`src/rtl/pkg_bool.sv`:
```
// Shared boolean constants for control logic.
package pkg_bool;
    localparam logic TRUE  = 1'b1;
    localparam logic FALSE = 1'b0;
endpackage

```
`src/rtl/pkg_seq.sv`:
```
// Types shared by the loop sequencer and its bench.
package pkg_seq;
    typedef enum logic [1:0] {
        IDLE = 2'd0,
        RUN  = 2'd1,
        DONE = 2'd2
    } state_e;
endpackage

```
`src/rtl/loop_level.sv`:
```
// One level of the loop nest: bounded index that wraps to 0 and reports its carry.
module loop_level #(
    parameter int DWidth = 8
) (
    input  logic              clk_i,
    input  logic              rst_ni,
    input  logic              clr_i,
    input  logic              inc_i,
    input  logic [DWidth-1:0] bound_i,
    output logic [DWidth-1:0] idx_o,
    output logic              last_o,
    output logic              wrap_o
);
    logic [DWidth-1:0] idx_q, idx_d;

    // bound_i is nonzero whenever the level is incremented, so bound-1 never underflows in use
    assign last_o = (idx_q == (bound_i - DWidth'(1)));
    assign wrap_o = inc_i && last_o;
    assign idx_o  = idx_q;

    always_comb begin
        idx_d = idx_q;
        if (clr_i || wrap_o) begin
            idx_d = '0;
        end else if (inc_i) begin
            idx_d = idx_q + DWidth'(1);
        end
    end

    always_ff @(posedge clk_i or negedge rst_ni) begin
        if (!rst_ni) begin
            idx_q <= '0;
        end else begin
            idx_q <= idx_d;
        end
    end
endmodule

```
`src/rtl/loop_sequencer.sv`:
```
// Three-deep loop nest generator (row, col, dep) with valid/ready tuple handshake.
//   state | meaning
//   IDLE  | waiting for start_i, bounds latched on start
//   RUN   | presenting tuples, advancing on handshake
//   DONE  | one-cycle completion pulse on done_o
module loop_sequencer
    import pkg_seq::*;
    import pkg_bool::*;
#(
    parameter int DWidth = 8
) (
    input  logic              clk_i,
    input  logic              rst_ni,
    input  logic              start_i,
    input  logic              abort_i,
    input  logic [DWidth-1:0] m_i,
    input  logic [DWidth-1:0] n_i,
    input  logic [DWidth-1:0] k_i,
    output logic              idx_valid_o,
    input  logic              idx_ready_i,
    output logic [DWidth-1:0] row_o,
    output logic [DWidth-1:0] col_o,
    output logic [DWidth-1:0] dep_o,
    output logic              first_k_o,
    output logic              last_k_o,
    output logic              busy_o,
    output logic              done_o
);
    state_e            state_q, state_d;
    logic [DWidth-1:0] m_q, n_q, k_q, m_d, n_d, k_d;
    logic              hs, final_hs, lvl_clr;
    logic              dep_last, col_last, row_last;
    logic              dep_wrap, col_wrap, row_wrap;

    assign hs       = idx_valid_o && idx_ready_i;
    assign final_hs = hs && dep_last && col_last && row_last;
    // abort wins over a same-cycle handshake because clear overrides increment in each level
    assign lvl_clr  = abort_i || (state_q != RUN) || row_wrap;

    loop_level #(.DWidth(DWidth)) u_dep (
        .clk_i(clk_i), .rst_ni(rst_ni), .clr_i(lvl_clr), .inc_i(hs),
        .bound_i(k_q), .idx_o(dep_o), .last_o(dep_last), .wrap_o(dep_wrap)
    );
    loop_level #(.DWidth(DWidth)) u_col (
        .clk_i(clk_i), .rst_ni(rst_ni), .clr_i(lvl_clr), .inc_i(dep_wrap),
        .bound_i(n_q), .idx_o(col_o), .last_o(col_last), .wrap_o(col_wrap)
    );
    loop_level #(.DWidth(DWidth)) u_row (
        .clk_i(clk_i), .rst_ni(rst_ni), .clr_i(lvl_clr), .inc_i(col_wrap),
        .bound_i(m_q), .idx_o(row_o), .last_o(row_last), .wrap_o(row_wrap)
    );

    always_comb begin
        state_d = state_q;
        m_d     = m_q;
        n_d     = n_q;
        k_d     = k_q;
        case (state_q)
            IDLE: begin
                if (start_i && !abort_i) begin
                    m_d = m_i;
                    n_d = n_i;
                    k_d = k_i;
                    if ((m_i == '0) || (n_i == '0) || (k_i == '0)) begin
                        state_d = DONE;
                    end else begin
                        state_d = RUN;
                    end
                end
            end
            RUN: begin
                if (abort_i) begin
                    state_d = IDLE;
                end else if (final_hs) begin
                    state_d = DONE;
                end
            end
            DONE:    state_d = IDLE;
            default: state_d = IDLE;
        endcase
    end

    always_ff @(posedge clk_i or negedge rst_ni) begin
        if (!rst_ni) begin
            state_q <= IDLE;
            m_q     <= '0;
            n_q     <= '0;
            k_q     <= '0;
        end else begin
            state_q <= state_d;
            m_q     <= m_d;
            n_q     <= n_d;
            k_q     <= k_d;
        end
    end

    assign idx_valid_o = (state_q == RUN);
    assign busy_o      = (state_q != IDLE);
    assign done_o      = (state_q == DONE) ? !abort_i : FALSE;
    assign first_k_o   = idx_valid_o && (dep_o == '0);
    assign last_k_o    = idx_valid_o && dep_last;
endmodule

```
`config.mk`:
```
export PLATFORM = sky130hd
export DESIGN_NAME = loop_sequencer
export DESIGN_NICKNAME = d
export VERILOG_FILES = /design/src/rtl/pkg_bool.sv /design/src/rtl/pkg_seq.sv /design/src/rtl/loop_level.sv /design/src/rtl/loop_sequencer.sv
export SDC_FILE = /design/constraint.sdc
export NUM_CORES = 1
export LEC_CHECK = 0
export ABC_CLOCK_PERIOD_IN_PS = 3600
export BUFFER_PORTS_ARGS = -buffer_cell sky130_fd_sc_hd__buf_4
export CORE_MARGIN = 2
export CORE_UTILIZATION = 50
export DETAILED_ROUTE_END_ITERATION = 8
export PLACE_DENSITY_LB_ADDON = 0.15
export SYNTH_ARGS = -nofsm -noshare
export SYNTH_HDL_FRONTEND = slang
export SYNTH_SLANG_ARGS = --single-unit
export TNS_END_PERCENT = 100
```
`constraint.sdc`:
```
create_clock -name clk_i -period 3.6 [get_ports clk_i]
set_clock_uncertainty 0.1 [all_clocks]
set_input_delay 0.54 -clock clk_i [delete_from_list [all_inputs] [get_ports clk_i]]
set_output_delay 0.54 -clock clk_i [all_outputs]
set_load 0.02 [all_outputs]
```
* Word level (Yosys, flattened, before mapping) *
Cells that the tools add are included.

cells by class
  add/subtract/negate cells = 6
  equal/unequal tests = 8
  mux-type cells = 12
  reductions and logical operators = 26

operators by type and width
  kind                                                 count
  two-way mux 8 bit                                    6
  zero test 8 bit                                      4
  adder 8 x 1 -> 8 bit, second input constant          3
  equality test 8 bit                                  3
  subtractor 8 x 1 -> 8 bit, second input constant     3
  two-way mux 2 bit                                    4
  nonzero test 2 bit                                   4
  logical AND 1 bit                                    7
  logical OR 1 bit                                     7
  case mux 2 bit (2 select lines)                      1
  AND reduction 2 bit                                  2
  != test 3 x 2 -> 1 bit, second input constant        1
  equality test 2 x 1 -> 1 bit, second input constant  1
  equality test 2 bit, second input constant           1
  zero test 2 bit                                      1
  != test 2 x 1 -> 1 bit, second input constant        1
  != test 2 bit, second input constant                 1
  zero test 1 bit                                      1
  two-way mux 1 bit                                    1

word-level totals
  register bits = 50
  bits of input ports = 29
  output and inout port bits = 29
  logic and storage cells = 59

* Logic depth before layout (Yosys ltp) *
  depth after elaboration = 8
  mapped depth = 11
  depth with buffers taken out = 9

* Modules after synthesis *
Synthesis repeated with hierarchy kept, for this count alone.

unflattened totals
  cell total of the unflattened synthesis = 308
  area total of the unflattened synthesis = 3239.4 µm²

by module, submodules not included
  module          instances  cells each  area an instance (µm²)  sequential area each (µm²)
  loop_level      3          76          706.9                   200.2
  loop_sequencer  1          80          1118.6                  650.6

* Worst setup path before layout *
OpenSTA, ideal clock, no wires.

  kind = reg-to-reg
  from = register n_q[0]
  to = register u_row.idx_q[6], in the netlist u_row.idx_o[6]
  setup time = 0.078 ns
  data arrival time = 2.785 ns
  required time = 3.422 ns
  path slack = 0.637 ns
  stages on the path, launching flop included = 10
  buffers on the path = 0
  clock period less this slack = 2.963 ns
  path through = dfrtp_1 -> inv_1 -> ha_1 -> or4b_2 -> o21ai_0 -> nor3b_1 -> nand4b_1 -> or4_4 -> or4b_1 -> a21oi_1

on the way
  word-level cells in the longest chain between the ends = 7
  elaborated cells on any way between the ends = 8
  classes of those cells = 1 x add/sub; 1 x eq/ne; 1 x mux; 5 x reduce/logical

ends and longest elaborated chain
  item                                                     RTL line              text
  start: declaration                                       loop_sequencer.sv:30  logic [DWidth-1:0] m_q, n_q, k_q, m_d, n_d, k_d;
  start signal: assignment                                 loop_sequencer.sv:92  n_q <= n_d;
  subtractor 8 x 1 -> 8 bit *                              loop_level.sv:17      assign last_o = (idx_q == (bound_i - DWidth'(1)));
  equality test 8 bit *                                    loop_level.sv:17
  logical AND 1 bit *                                      loop_level.sv:18      assign wrap_o = inc_i && last_o;
  logical AND 1 bit                                        loop_level.sv:18
  logical OR 1 bit                                         loop_sequencer.sv:38  assign lvl_clr = abort_i || (state_q != RUN) || row_wrap;
  logical OR 1 bit                                         loop_level.sv:23      if (clr_i || wrap_o) begin
  two-way mux 8 bit or nonzero test 2 bit (tied branches)  n/a
  end signal: assignment                                   loop_level.sv:34      idx_q <= idx_d;
  end: declaration                                         loop_level.sv:14      logic [DWidth-1:0] idx_q, idx_d;

Every way passes the cells marked *; elsewhere a longest branch is shown, timed or not.
A chain may end at the register's enable or synchronous reset.

* Worst setup path in the final report *
Ends and elaborated chain as after synthesis.

==> metrics <==
outcome=complete, no violations; wire per inst=15.2 microns; pwr/cell area=385 mW/mm^2; Layout fillers=541; die width=82.2 microns; worst slew pin tran=0.668 ns; EDFF count, synth=0; post-detail-place hpwl=5300 microns; root buffer cell=clkbuf_8; Die Footprint=0.00676 sq mm; post_cts resized=0; die height=82.2 microns; CP Cell Sequence=inv_1 -> ha_1 -> or4b_2 -> o21ai_0 -> nor3b_1 -> nand4b_1 -> or4_4 -> or4b_1 -> a21oi_1; Syn Area/Cell=9.19 sq um; Post-layout nets=425; async set-reset flop share out of synthesis=1.00; clk sinks=50; CTS Buf Count=5; final RePlAce weighted congestion=0.819; startpoint types=register; Max VDD drop=0.191 mV; Via Count=2645; Worst Setup End Kind=register; Pre-antenna DRT Iters=4; HP Class=in -> async; initial antenna violation count=0; IO buf count=57; vias in the first global route=2493; CP Class=reg -> reg; cells after synthesis=333; CP top delay family=simple AND/OR/NAND/NOR gates; Post-CTS Setup Inserts=0; remaining global-route overflow=0; slew margin rel.=0.553; diodes inserted=0; CP Data Required Time=3.72 ns; initial drt markers=171; fin area=0.00366 sq mm; H-tree depth=2; gr usage total=0.219; Setup Viol. Count Final=0; CP bufs+invs=1; slowest CP cell=or4b_2; post-synth cell types=48; final routed DRC violation total=0; Post-Route WL=7060 microns; Max Freq=307 MHz; Worst-path clk slew=0.09 ns; IO Pins=58; share of layout cells above drive strength 1=0.241; Mapped Nets=369; DRT antenna net count=0; CP Max Fanout=15; # rows=28; max-cap violations=0; max-slew violation count=0; top_reg_cell synth=dfrtp_1; Core Region=0.00592 sq mm; number of failing hold endpoints at the final stage=0; Critical Path AT=3.38 ns; Layout area overhead=19.8%; register area share after synthesis=0.409; Placed Area=0.00357 sq mm; period utilisation layout=0.905; Lkg Pwr=1.56 nW; largest net degree at the start of global routing=51; cts hold-fix bufs=0; Worst-Skew Late Latency=0.31 ns; first-pass GRT wire length=11500 microns; Fin Setup TNS=0 ns; Initial Utilization=0.517; RSZ-0062 raised after global routing=false; Synth Register Bits=50; Avg Vias per Cell=5.69; clock buffer depth=2; min Tclk post-route=3.26 ns; slowest stage delay, CP=0.61 ns; TritonCTS clock tree=done; Netlist Area Pre-Place=0.00306 sq mm; synth warn=0
==> power by group <==
group          total, W  switching, W  internal [W]
registers      0.000708     0.0000873      0.000621
clock network  0.000340      0.000184      0.000155
logic          0.000363      0.000178      0.000185
==> placed cells by master (no fill, tap or decap), types with 3 or more instances in the layout <==
cell	instances
buf_4	61
dfrtp_1	50
nand2_1	30
nor2_1	25
a21oi_1	22
xnor2_1	21
o21ai_0	18
mux2_2	18
xor2_1	17
inv_1	14
nand3_1	14
nor4_1	12
nor3_1	12
ha_1	7
clkbuf_8	6
and3_1	5
nand2b_1	4
nor2b_1	4
or2_2	3
nor3b_1	3
or4b_1	3
a31oi_1	3
or3_1	3
nand4_1	3
==> layout make-up <==
| class | instances | area, sq um | share of cell area |
|---|---|---|---|
| Clock buffer | 7 | 86.3 | 0.0236 |
| Clock inverter | 1 | 5.00 | 0.00137 |
| Inverter | 14 | 52.6 | 0.0143 |
| Multi-Input combinational cell | 257 | 1720 | 0.469 |
| Sequential cell | 50 | 1250 | 0.342 |
| Tap cell | 75 | 93.8 | 0.0256 |
| Timing Repair Buffer | 61 | 458 | 0.125 |
==> final timing paths <==
check	cells after the start	to	start	slack, ns
min	1	u_row.idx_o[2]$_DFFE_PN0P_	rst_ni	0.16
max in group asynchronous	1	u_col.idx_o[1]$_DFFE_PN0P_	rst_ni	2.83
max	9	u_row.idx_o[6]$_DFFE_PN0P_	n_q[0]$_DFFE_PN0P_	0.34
min reg2reg	1	k_q[7]$_DFFE_PN0P_	k_q[7]$_DFFE_PN0P_	0.44
min in group clk_i	3	n_q[0]$_DFFE_PN0P_	n_i[0]	0.35
max reg2reg	9	u_row.idx_o[6]$_DFFE_PN0P_	n_q[0]$_DFFE_PN0P_	0.34
==> logic make-up (layout without fill, tap and decap cells) <==
| logic type | Yosys count | after routing | share of synthesized area |
|---|---|---|---|
| AOI/OAI and AO/OA | 57 | 57 | 0.110 |
| xor gates and xnor gates | 38 | 38 | 0.109 |
| adders and majority gates | 7 | 7 | 0.0286 |
| buffers and inverters | 26 | 83 | 0.0319 |
| DFF | 50 | 50 | 0.409 |
| muxes | 19 | 19 | 0.0695 |
| and+or+nand+nor | 136 | 136 | 0.243 |
==> registers in the layout, summed over array words and instances, names as in the netlist <==
name and flops:
u_row.idx_o 8, u_col.idx_o 8, state_q 2, n_q 8, k_q 8, u_dep.idx_o 8
m_q 8
==> worst register-to-register path: stages (launching register included) <==
cell,delay (ns)
dfrtp_1,0.44
inv_1,0.10
ha_1,0.19
or4b_2,0.61
o21ai_0,0.15
nor3b_1,0.26
nand4b_1,0.12
or4_4,0.52
or4b_1,0.53
a21oi_1,0.15
==> through the flow <==
stage	instances	setup slack, ns	hold slack, ns	util	power (W)
floorplan	333	0.637	0.144	-	0.000964
global placement	457	0.470	0.416	0.603	0.00107
detailed placement	457	0.368	0.417	0.603	0.00109
CTS	465	0.338	0.180	0.619	0.00142
global route	465	0.144	0.198	0.619	0.00150
finish	465	0.341	0.157	0.619	0.00141
==> cells in the mapped netlist (3+ instances only) <==
| master | n | area [sq um] |
|---|---|---|
| nand3_1 | 14 | 70.1 |
| xor2_1 | 17 | 149 |
| o21ai_0 | 18 | 90.1 |
| nor3_1 | 12 | 60.1 |
| ha_1 | 7 | 87.6 |
| clkbuf_1 | 11 | 41.3 |
| dfrtp_1 | 50 | 1250 |
| nor2b_1 | 4 | 25.0 |
| a31oi_1 | 3 | 18.8 |
| and3_1 | 5 | 31.3 |
| nand2b_1 | 4 | 25.0 |
| xnor2_1 | 21 | 184 |
| nor2_1 | 25 | 93.8 |
| nand2_1 | 30 | 113 |
| nand4_1 | 3 | 18.8 |
| nor4_1 | 12 | 75.1 |
| a21oi_1 | 22 | 110 |
| nor3b_1 | 3 | 22.5 |
| or3_1 | 3 | 18.8 |
| inv_1 | 14 | 52.6 |
| or2_2 | 3 | 18.8 |
| or4b_1 | 3 | 30.0 |
| mux2_2 | 18 | 203 |
==> routing by layer <==
metal	vias to the layer above	share of wire	GRT usage
li1	1297	-	-
met1	1292	0.46	0.295
met2	50	0.49	0.365
met3	6	0.034	0.0370
met4	0	0.010	0.0617
met5	-	0	0
No activity file was read; power rests on OpenSTA's default activity.
